**config.mk**
```make
export PLATFORM = sky130hd
export DESIGN_NAME = reg_file_flat
export DESIGN_NICKNAME = d
export VERILOG_FILES = /design/src/rtl/reg_file_pkg.sv /design/src/rtl/reg_file_if.sv /design/src/rtl/reg_file_read_port.sv /design/src/rtl/reg_file.sv /design/src/flat_wrapper.sv
export SDC_FILE = /design/constraint.sdc
export NUM_CORES = 2
export LEC_CHECK = 0
export CAP_MARGIN = 20
export CORE_UTILIZATION = 45
export CTS_CLUSTER_DIAMETER = 60
export DETAILED_ROUTE_END_ITERATION = 12
export DONT_BUFFER_PORTS = 1
export PLACE_DENSITY_LB_ADDON = 0.15
export SLEW_MARGIN = 20
export SYNTH_ARGS = -nofsm -noshare
export SYNTH_HDL_FRONTEND = slang
export SYNTH_SLANG_ARGS = --single-unit
```
**constraint.sdc**
```tcl
create_clock -name clk -period 2.4 [get_ports clk]
set_input_delay 0 -clock clk [delete_from_list [all_inputs] [get_ports clk]]
set_output_delay 0 -clock clk [all_outputs]
set_load 0.005 [all_outputs]
```
**src/rtl/reg_file_pkg.sv**
```systemverilog
// Shared types and sizes for the architectural register file.
// XLEN, ROB tag width, register count and the id/tag/word typedefs.
package reg_file_pkg;

    localparam int XLEN           = 32;
    localparam int ROB_ID_WIDTH   = 4;
    localparam int REG_ADDR_WIDTH = 5;
    localparam int NUM_REGS       = 32;

    typedef logic [REG_ADDR_WIDTH-1:0] reg_id_t;
    typedef logic [ROB_ID_WIDTH-1:0]   rob_id_t;
    typedef logic [XLEN-1:0]           word_t;

endpackage

```
**src/rtl/reg_file_if.sv**
```systemverilog
// Decoder/ROB-facing bus of the register file: rollback, rename,
// two source queries and the ROB register-commit channel.
// master = decoder/ROB side, slave = reg_file.
interface reg_file_if;
    import reg_file_pkg::*;

    logic    rollback;

    logic    rename_config;
    reg_id_t rename_rd;
    rob_id_t rename_rob;

    reg_id_t rs1_id;
    logic    rs1_busy;
    rob_id_t rs1_tag;
    word_t   rs1_value;

    reg_id_t rs2_id;
    logic    rs2_busy;
    rob_id_t rs2_tag;
    word_t   rs2_value;

    logic    commit_reg_config;
    reg_id_t commit_reg_id;
    word_t   commit_reg_value;
    rob_id_t commit_reg_rob;

    modport master (
        output rollback,
        output rename_config, rename_rd, rename_rob,
        output rs1_id, rs2_id,
        output commit_reg_config, commit_reg_id,
        output commit_reg_value, commit_reg_rob,
        input  rs1_busy, rs1_tag, rs1_value,
        input  rs2_busy, rs2_tag, rs2_value
    );

    modport slave (
        input  rollback,
        input  rename_config, rename_rd, rename_rob,
        input  rs1_id, rs2_id,
        input  commit_reg_config, commit_reg_id,
        input  commit_reg_value, commit_reg_rob,
        output rs1_busy, rs1_tag, rs1_value,
        output rs2_busy, rs2_tag, rs2_value
    );

endinterface

```
**src/rtl/reg_file_read_port.sv**
```systemverilog
// One source-operand lookup: x0 handling plus optional commit bypass.
// Ports: id in; busy/tag/value state vectors in; commit channel in;
// busy/tag/value out. Bypass compiled in with REGFILE_BYPASS_EN.
module reg_file_read_port
    import reg_file_pkg::*;
(
    input  reg_id_t                    id,
    input  logic    [NUM_REGS-1:0]     busy_vec,
    input  rob_id_t [NUM_REGS-1:0]     tag_vec,
    input  word_t   [NUM_REGS-1:0]     value_vec,
    input  logic                       commit_en,
    input  reg_id_t                    commit_id,
    input  rob_id_t                    commit_rob,
    input  word_t                      commit_value,
    output logic                       busy,
    output rob_id_t                    tag,
    output word_t                      value
);

    logic hit;

`ifdef REGFILE_BYPASS_EN
    // commit_en already excludes x0, so a hit implies id != 0
    assign hit = commit_en
              && (commit_id == id)
              && busy_vec[id]
              && (tag_vec[id] == commit_rob);
`else
    logic unused_bypass;
    assign unused_bypass = ^{commit_en, commit_id, commit_rob};
    assign hit = 1'b0;
`endif

    always_comb begin
        busy  = 1'b0;
        tag   = '0;
        value = '0;
        if (id != '0) begin
            busy  = busy_vec[id] && !hit;
            tag   = tag_vec[id];
            value = hit ? commit_value : value_vec[id];
        end
    end

endmodule

```
**src/rtl/reg_file.sv**
```systemverilog
// Architectural register file x0-x31 with per-register busy flag and
// ROB tag. Ports: clk, rst (async active-low), rdy (global enable),
// bus (reg_file_if.slave). Optional macro: REGFILE_BYPASS_EN.
module reg_file
    import reg_file_pkg::*;
(
    input  logic        clk,
    input  logic        rst,
    input  logic        rdy,
    reg_file_if.slave   bus
);

    logic    [NUM_REGS-1:0] busy_q;
    rob_id_t [NUM_REGS-1:0] tag_q;
    word_t   [NUM_REGS-1:0] value_q;

    logic commit_en;
    logic rename_en;
    logic commit_clear;

    assign commit_en = rdy
                    && bus.commit_reg_config
                    && (bus.commit_reg_id != '0);

    // a rollback drops the rename issued alongside it
    assign rename_en = rdy
                    && bus.rename_config
                    && (bus.rename_rd != '0)
                    && !bus.rollback;

    // exact tag match keeps a stale commit from freeing a newer rename
    assign commit_clear = commit_en
                       && busy_q[bus.commit_reg_id]
                       && (tag_q[bus.commit_reg_id] == bus.commit_reg_rob)
                       && !(rename_en
                            && (bus.rename_rd == bus.commit_reg_id));

    always_ff @(posedge clk or negedge rst) begin
        if (!rst) begin
            busy_q  <= '0;
            tag_q   <= '0;
            value_q <= '0;
        end else if (rdy) begin
            if (commit_en) begin
                value_q[bus.commit_reg_id] <= bus.commit_reg_value;
            end
            if (bus.rollback) begin
                busy_q <= '0;
                tag_q  <= '0;
            end else begin
                if (commit_clear) begin
                    busy_q[bus.commit_reg_id] <= 1'b0;
                end
                if (rename_en) begin
                    busy_q[bus.rename_rd] <= 1'b1;
                    tag_q[bus.rename_rd]  <= bus.rename_rob;
                end
            end
        end
    end

    reg_file_read_port u_rs1 (
        .id           (bus.rs1_id),
        .busy_vec     (busy_q),
        .tag_vec      (tag_q),
        .value_vec    (value_q),
        .commit_en    (commit_en),
        .commit_id    (bus.commit_reg_id),
        .commit_rob   (bus.commit_reg_rob),
        .commit_value (bus.commit_reg_value),
        .busy         (bus.rs1_busy),
        .tag          (bus.rs1_tag),
        .value        (bus.rs1_value)
    );

    reg_file_read_port u_rs2 (
        .id           (bus.rs2_id),
        .busy_vec     (busy_q),
        .tag_vec      (tag_q),
        .value_vec    (value_q),
        .commit_en    (commit_en),
        .commit_id    (bus.commit_reg_id),
        .commit_rob   (bus.commit_reg_rob),
        .commit_value (bus.commit_reg_value),
        .busy         (bus.rs2_busy),
        .tag          (bus.rs2_tag),
        .value        (bus.rs2_value)
    );

endmodule

```
**src/flat_wrapper.sv**
```systemverilog
// flat-port wrapper written by rule: the top's interface ports become plain ports
module reg_file_flat import reg_file_pkg::*;
  (clk, rst, rdy, bus_rollback, bus_rename_config, bus_rename_rd, bus_rename_rob, bus_rs1_id, bus_rs2_id, bus_commit_reg_config, bus_commit_reg_id, bus_commit_reg_value, bus_commit_reg_rob, bus_rs1_busy, bus_rs1_tag, bus_rs1_value, bus_rs2_busy, bus_rs2_tag, bus_rs2_value);
  reg_file_if bus_i ();
  input  logic clk;
  input  logic rst;
  input  logic rdy;
  input wire logic [$bits(bus_i.rollback)-1:0] bus_rollback;
  input wire logic [$bits(bus_i.rename_config)-1:0] bus_rename_config;
  input wire logic [$bits(bus_i.rename_rd)-1:0] bus_rename_rd;
  input wire logic [$bits(bus_i.rename_rob)-1:0] bus_rename_rob;
  input wire logic [$bits(bus_i.rs1_id)-1:0] bus_rs1_id;
  input wire logic [$bits(bus_i.rs2_id)-1:0] bus_rs2_id;
  input wire logic [$bits(bus_i.commit_reg_config)-1:0] bus_commit_reg_config;
  input wire logic [$bits(bus_i.commit_reg_id)-1:0] bus_commit_reg_id;
  input wire logic [$bits(bus_i.commit_reg_value)-1:0] bus_commit_reg_value;
  input wire logic [$bits(bus_i.commit_reg_rob)-1:0] bus_commit_reg_rob;
  output wire logic [$bits(bus_i.rs1_busy)-1:0] bus_rs1_busy;
  output wire logic [$bits(bus_i.rs1_tag)-1:0] bus_rs1_tag;
  output wire logic [$bits(bus_i.rs1_value)-1:0] bus_rs1_value;
  output wire logic [$bits(bus_i.rs2_busy)-1:0] bus_rs2_busy;
  output wire logic [$bits(bus_i.rs2_tag)-1:0] bus_rs2_tag;
  output wire logic [$bits(bus_i.rs2_value)-1:0] bus_rs2_value;
  assign bus_i.rollback = bus_rollback;
  assign bus_i.rename_config = bus_rename_config;
  assign bus_i.rename_rd = bus_rename_rd;
  assign bus_i.rename_rob = bus_rename_rob;
  assign bus_i.rs1_id = bus_rs1_id;
  assign bus_i.rs2_id = bus_rs2_id;
  assign bus_i.commit_reg_config = bus_commit_reg_config;
  assign bus_i.commit_reg_id = bus_commit_reg_id;
  assign bus_i.commit_reg_value = bus_commit_reg_value;
  assign bus_i.commit_reg_rob = bus_commit_reg_rob;
  assign bus_rs1_busy = bus_i.rs1_busy;
  assign bus_rs1_tag = bus_i.rs1_tag;
  assign bus_rs1_value = bus_i.rs1_value;
  assign bus_rs2_busy = bus_i.rs2_busy;
  assign bus_rs2_tag = bus_i.rs2_tag;
  assign bus_rs2_value = bus_i.rs2_value;
  reg_file u_core (.clk(clk), .rst(rst), .rdy(rdy), .bus(bus_i));
endmodule
```
==> Word level (Yosys, flattened, before mapping) <==
Cells that the tools add are included.
{ "word_totals": {"regBits": 1184, "wordCells": 135} }
{ "op_classes": {"order_cmp": 6, "n_eq_ne": 2, "n_mux": 39, "bitwise_logic": 3, "reduce_logical": 20} }
{ "op_table": {"columns": ["operator", "count"], "rows": [
  ["$bwmux 1024", 1],
  ["$bmux 32 s5", 2],
  ["$mux 32", 10],
  ["$mux 128", 2],
  ["$demux 32 s5", 1],
  ["$bwmux 128", 1],
  ["$bmux 4 s5", 3],
  ["$and 32x32->32", 1],
  ["$not 32->32", 1],
  ["$or 32x32->32", 1],
  ["$lt 5x6->1 const B", 4],
  ["$mux 4", 6],
  ["$demux 4 s5", 1],
  ["$reduce_bool 5->1", 4],
  ["$bmux 1 s5", 3],
  ["$logic_and 1x1->1", 11],
  ["$demux 1 s5", 2],
  ["$ge 5x1->1 const B", 2],
  ["$mux 1", 7],
  ["$eq 5x5->1", 1],
  ["$eq 4x4->1", 1],
  ["$reduce_and 2->1", 2],
  ["$logic_not 1->1", 2],
  ["$reduce_bool 2->1", 1]
]} }

==> Depth between registers and ports, before layout <==
{ "logic_depth": {"word_depth": 12, "depth_mapped": 12, "depth_no_buf": 7} }

==> Cells and area by module <==
Synthesis repeated with hierarchy kept, for this count alone.
{ "hier_totals": {"hier_cells": 4740, "hier_area_um2": 66132.2} }
{ "by_module_without_submodules": {"columns": ["module", "instances", "cells_per_inst", "area_each_um2", "seq_area_each_um2"], "rows": [
  ["reg_file", 1, 3210, 46383.2, 29628.4],
  ["reg_file_read_port", 2, 765, 9874.5, 0.0]
]} }

==> Worst setup path after synthesis <==
No wires, ideal clock.
{ "synth_path": {"path_kind": "input-to-reg", "startpoint": "input port bus_commit_reg_id[0]", "endpoint": "register u_core.busy_q[22]", "setup_ps": 146, "arrival_ps": 2229, "required_time_ps": 2254, "path_slack_ps": 26, "cell_stages": 12, "n_path_buf": 5, "cell_sequence": "buf_2 buf_4 buf_4 buf_4 mux2i_1 o22ai_1 nor4_1 nand2_1 xor2_1 clkbuf_1 o41ai_2 o221ai_1"} }
{ "synth_via": {"elab_chain_len": 12, "word_cells_on_any_way": 26} }
{ "synth_rtl": {"columns": ["item", "line", "source"], "rows": [
  ["start: declaration", "flat_wrapper.sv:15", "input wire logic [$bits(bus_i.commit_reg_id)-1:0] bus_commit_reg_id;"],
  ["$lt 5x6->1 (not written as such) / $ge 5x1->1 (equally long branches)", "reg_file.sv:52", "busy_q[bus.commit_reg_id] <= 1'b0;"],
  ["$logic_and 1x1->1 (not written as such)", "reg_file.sv:52", null],
  ["$mux 1 (not written as such)", "reg_file.sv:52", null],
  ["$demux 1 s5", null, null],
  ["$not 32->32 (no line)", null, null],
  ["$and 32x32->32 (no line)", null, null],
  ["$mux 32 (*)", "reg_file.sv:51", "if (commit_clear) begin"],
  ["$mux 32 (*)", "reg_file.sv:47", "if (bus.rollback) begin"],
  ["$mux 32 (*)", "reg_file.sv:43", "end else if (rdy) begin"],
  ["$or 32x32->32 (no line)", null, null],
  ["$mux 32 (*)", "reg_file.sv:54", "if (rename_en) begin"],
  ["$mux 32 (*)", "reg_file.sv:47", null],
  ["end signal: assignment", "reg_file.sv:48", "busy_q <= '0;"],
  ["end signal: indexed assignment", "reg_file.sv:52", null],
  ["end signal: indexed assignment", "reg_file.sv:55", "busy_q[bus.rename_rd] <= 1'b1;"],
  ["end: declaration", "reg_file.sv:13", "logic [NUM_REGS-1:0] busy_q;"]
]} }
Mark *: on every way between the ends. The rest lies on a longest branch, timed or not. The select of a mux whose other input is x is not followed.
A chain may end at the register's enable or synchronous reset.

==> Worst setup path after layout <==
{ "layout_path": {"startpoint": "register u_core.tag_q[20] (netlist bit)", "endpoint": "register u_core.busy_q[1]"} }
{ "layout_via": {"elab_chain_len": 11} }
{ "layout_rtl": {"columns": ["item", "line", "source"], "rows": [
  ["start: declaration", "reg_file.sv:14", "rob_id_t [NUM_REGS-1:0] tag_q;"],
  ["start signal: indexed assignment", "reg_file.sv:56", "tag_q[bus.rename_rd] <= bus.rename_rob;"],
  ["$bmux 4 s5 (*)", "reg_file.sv:34", "&& (tag_q[bus.commit_reg_id] == bus.commit_reg_rob)"],
  ["$mux 4 (not written as such) (*)", "reg_file.sv:34", null],
  ["$eq 4x4->1 (*)", "reg_file.sv:34", null],
  ["$logic_and 1x1->1 (*)", "reg_file.sv:34", null],
  ["$logic_and 1x1->1 (*)", "reg_file.sv:35", "&& !(rename_en"],
  ["$mux 32 (*)", "reg_file.sv:51", null],
  ["$mux 32 (*)", "reg_file.sv:47", null],
  ["$mux 32 (*)", "reg_file.sv:43", null],
  ["$or 32x32->32 (no line)", null, null],
  ["$mux 32 (*)", "reg_file.sv:54", null],
  ["$mux 32 (*)", "reg_file.sv:47", null]
]} }
Marked as above.

==> metrics.txt <==
Top FF cell, synth dfrtp_1; CTS tree done; DRC Markers 0; CTS Buf Count 142; Final Wtd Congestion 0.9045; mapped cell area 0.06500 mm^2; Worst path max stage delay 620 ps; share of post-route cells with drive strength above 1 0.5544; post-route ant nets 0; Worst-Margin Slew 1178 ps; dpl hpwl 112900 um; Gate power share 0.156; Worst Hold Class in -> reg; sw frac 0.2506; Worst EP arrival 3360 ps; Worst-Skew Late Latency 790 ps; clk_skew 23.49 ps; worst reg2reg path depth 8; FF-to-FF Start u_core.tag_q[20]; clock network power share 0.402; largest net degree at the start of global routing 298; chip width 382.1 um; status finished, violations left; Critical Path Slowest Stage Cell or4_4; Starting Density 0.4531; DIE AREA 0.1460 mm^2; YS warnings 0; cell area after layout 0.07594 mm^2; Crit. End Element flip-flop; first-pass GRT wire length 307600 um; gr ovfl total 0; Top Ports 140; Die H 382.1 um; Mapped Nets 4356; CP Launch Point u_core.tag_q[20]; Pleak 32.62 nW; clk buf depth 3; vias in the first global route 43470; Pwr Density 714.5 mW/mm^2; Max Cap Viol 0; routed wire length 208000 um; Tmin final 2718 ps; synth unique cells 46; sequential fraction of design power 0.441; Mapped Cells 4290; endpoints failing hold 0; post-route worst setup slack -318.3 ps; failing checks negative setup slack; Area Growth Syn to Fin 16.83%; Final Util 0.5293; RSZ-0062 raised after global routing yes; via count 41910; drt pass-1 iters 5; end point of the critical path u_core.busy_q[1]; Clock Sinks 1184; Reg2Reg Capture Point u_core.busy_q[1]; P_int 40.66 mW; Worst Path Required 3040 ps; Area after DPL 0.06914 mm^2; share of flip-flops with an asynchronous set or reset 1.000; Rel. slew slack 0.2146; IO buf count 0; total global-route track usage 0.2886; Seq/Total Area, Yosys 0.4558; P_sw 13.60 mW; Crit Path Max Fanout 8; Pins Over Slew Limit 0; H-Tree Depth 4; clock root buffer master clkbuf_16; final setup vio count 97; Tcrit/Tclk final 1.133; startpoint types flip-flop; EDFF count, synth 0; row count 139; routed len/inst 32.43 um; Syn Area/Cell 15.15 um^2; Final Power 54.26 mW; DRT iter0 DRCs 3931; Register-to-Register Setup Slack -320 ps; vias per cell 6.535; core region area 0.1435 mm^2; Final nets 4462; fmax 0.3679 GHz; FF+latch count, synth 1184; WS Path Type reg -> reg; peak supply drop 0.6081 mV; cells along the critical path mux2i_2 -> o22ai_2 -> nor4_1 -> a21oi_1 -> or4_4 -> buf_6 -> o41ai_2 -> o221ai_1; Clock transition at path regs 60 ps; setup_tns -12690 ps; initial antenna violation count 5
==> power by group through the flow <==
stage | combinational [mW] | clock, mW | sequential (mW)
after floorplan | 6.56 | 0 | 23.7
after global placement | 7.47 | 0 | 24.1
after detailed placement | 7.61 | 0 | 24.2
after CTS | 8.32 | 22.3 | 23.9
after global routing | 8.98 | 23.0 | 24.3
final | 8.47 | 21.8 | 24.0
==> critical path: cells and delay by family, from the launching register on <==
| kind | cells | cell delay (ps) |
|---|---|---|
| AO/OA/AOI/OAI | 4 | 720 |
| flip-flops | 1 | 390 |
| multiplexers | 1 | 260 |
| buffers and inverters | 1 | 220 |
| AND/OR/NAND/NOR | 2 | 1000 |
==> cell families after synthesis <==
logic type / share of synthesized area
xor+xnor: 0.0008086
mux: 0.4519
simple gates: 0.02878
compound gates: 0.02903
flops: 0.4558
buf+inv: 0.03366
==> repair_timing <==
item | 4_1_cts | 5_1_grt
gates resized for setup | 122 | 75
setup buffers | 13 | 10
hold buffers | 73 | 9
cloned | 4 | 0
endpoints found under the setup margin | 105 | 111
hold endpoints to repair | 2336 | 279
pin swaps | 41 | 15
==> state kept, by name (all words and copies together), names as in the netlist <==
register and flops:
u_core.value_q 1024, u_core.tag_q 128, u_core.busy_q 32
==> layout make-up <==
type / count / area, um^2
clock inverters: 46 / 488.0
fillers: 11850 / 67540
well taps: 1903 / 2381
repair buffers: 432 / 4539
inverters: 64 / 240.2
multi-input cells: 2572 / 34430
diodes: 1 / 2.502
clock buffers: 211 / 4234
flip-flops and latches: 1184 / 29630
==> layout by cell type, fill, tap and decap left out, types with 68 or more instances in the layout <==
cell,instances
buf_12,79
buf_4,247
clkbuf_16,151
dfrtp_1,1184
dlygate4sd3_1,68
mux2_2,992
mux2i_1,107
mux4_2,740
nand2_1,172
nor2_1,70
o21ai_0,156
==> through the flow <==
stage	setup slack, ps	hold WS [ps]	instances
after CTS	-311.2	12.06	6397
after detailed placement	-607.5	-26.20	6051
after global routing	-380.2	39.79	6413
final	-318.3	32.88	6413
after floorplan	25.63	-295.6	4290
after global placement	-610.4	-24.28	6051
==> synth_stat cells (all sizes together), types with 14 or more instances <==
| cell | number | share of area |
|---|---|---|
| o221ai | 31 | 0.0042 |
| inv | 64 | 0.0037 |
| clkbuf | 301 | 0.017 |
| nand3 | 21 | 0.0016 |
| mux4 | 740 | 0.26 |
| mux2i | 154 | 0.024 |
| buf | 170 | 0.013 |
| o22ai | 40 | 0.0041 |
| nand2 | 174 | 0.010 |
| nand4 | 14 | 0.0013 |
| nor2 | 138 | 0.0080 |
| dfrtp | 1184 | 0.46 |
| mux2 | 992 | 0.17 |
| o41ai | 30 | 0.0074 |
| o21ai | 156 | 0.012 |
==> per-layer routing <==
| layer | part of all wire | GRT usage |
|---|---|---|
| met5 | 0.000053 | 0 |
| met4 | 0.028 | 0.09141 |
| met3 | 0.068 | 0.05306 |
| met2 | 0.47 | 0.4471 |
| met1 | 0.43 | 0.4135 |
==> how the worst min path moves through the flow <==
stage	startpoint	endpoint	slack, ps	cells after the start
after CTS	bus_commit_reg_id[3]	u_core.value_q[604]	10	5
final	bus_commit_reg_id[1]	u_core.busy_q[3]	30	4
after global placement	rst	u_core.value_q[575]	-20	1
after floorplan	rst	u_core.busy_q[0]	-300	0
after detailed placement	rst	u_core.value_q[575]	-30	1
after global routing	bus_commit_reg_id[1]	u_core.busy_q[3]	40	4
No activity file was read; power rests on OpenSTA's default activity.
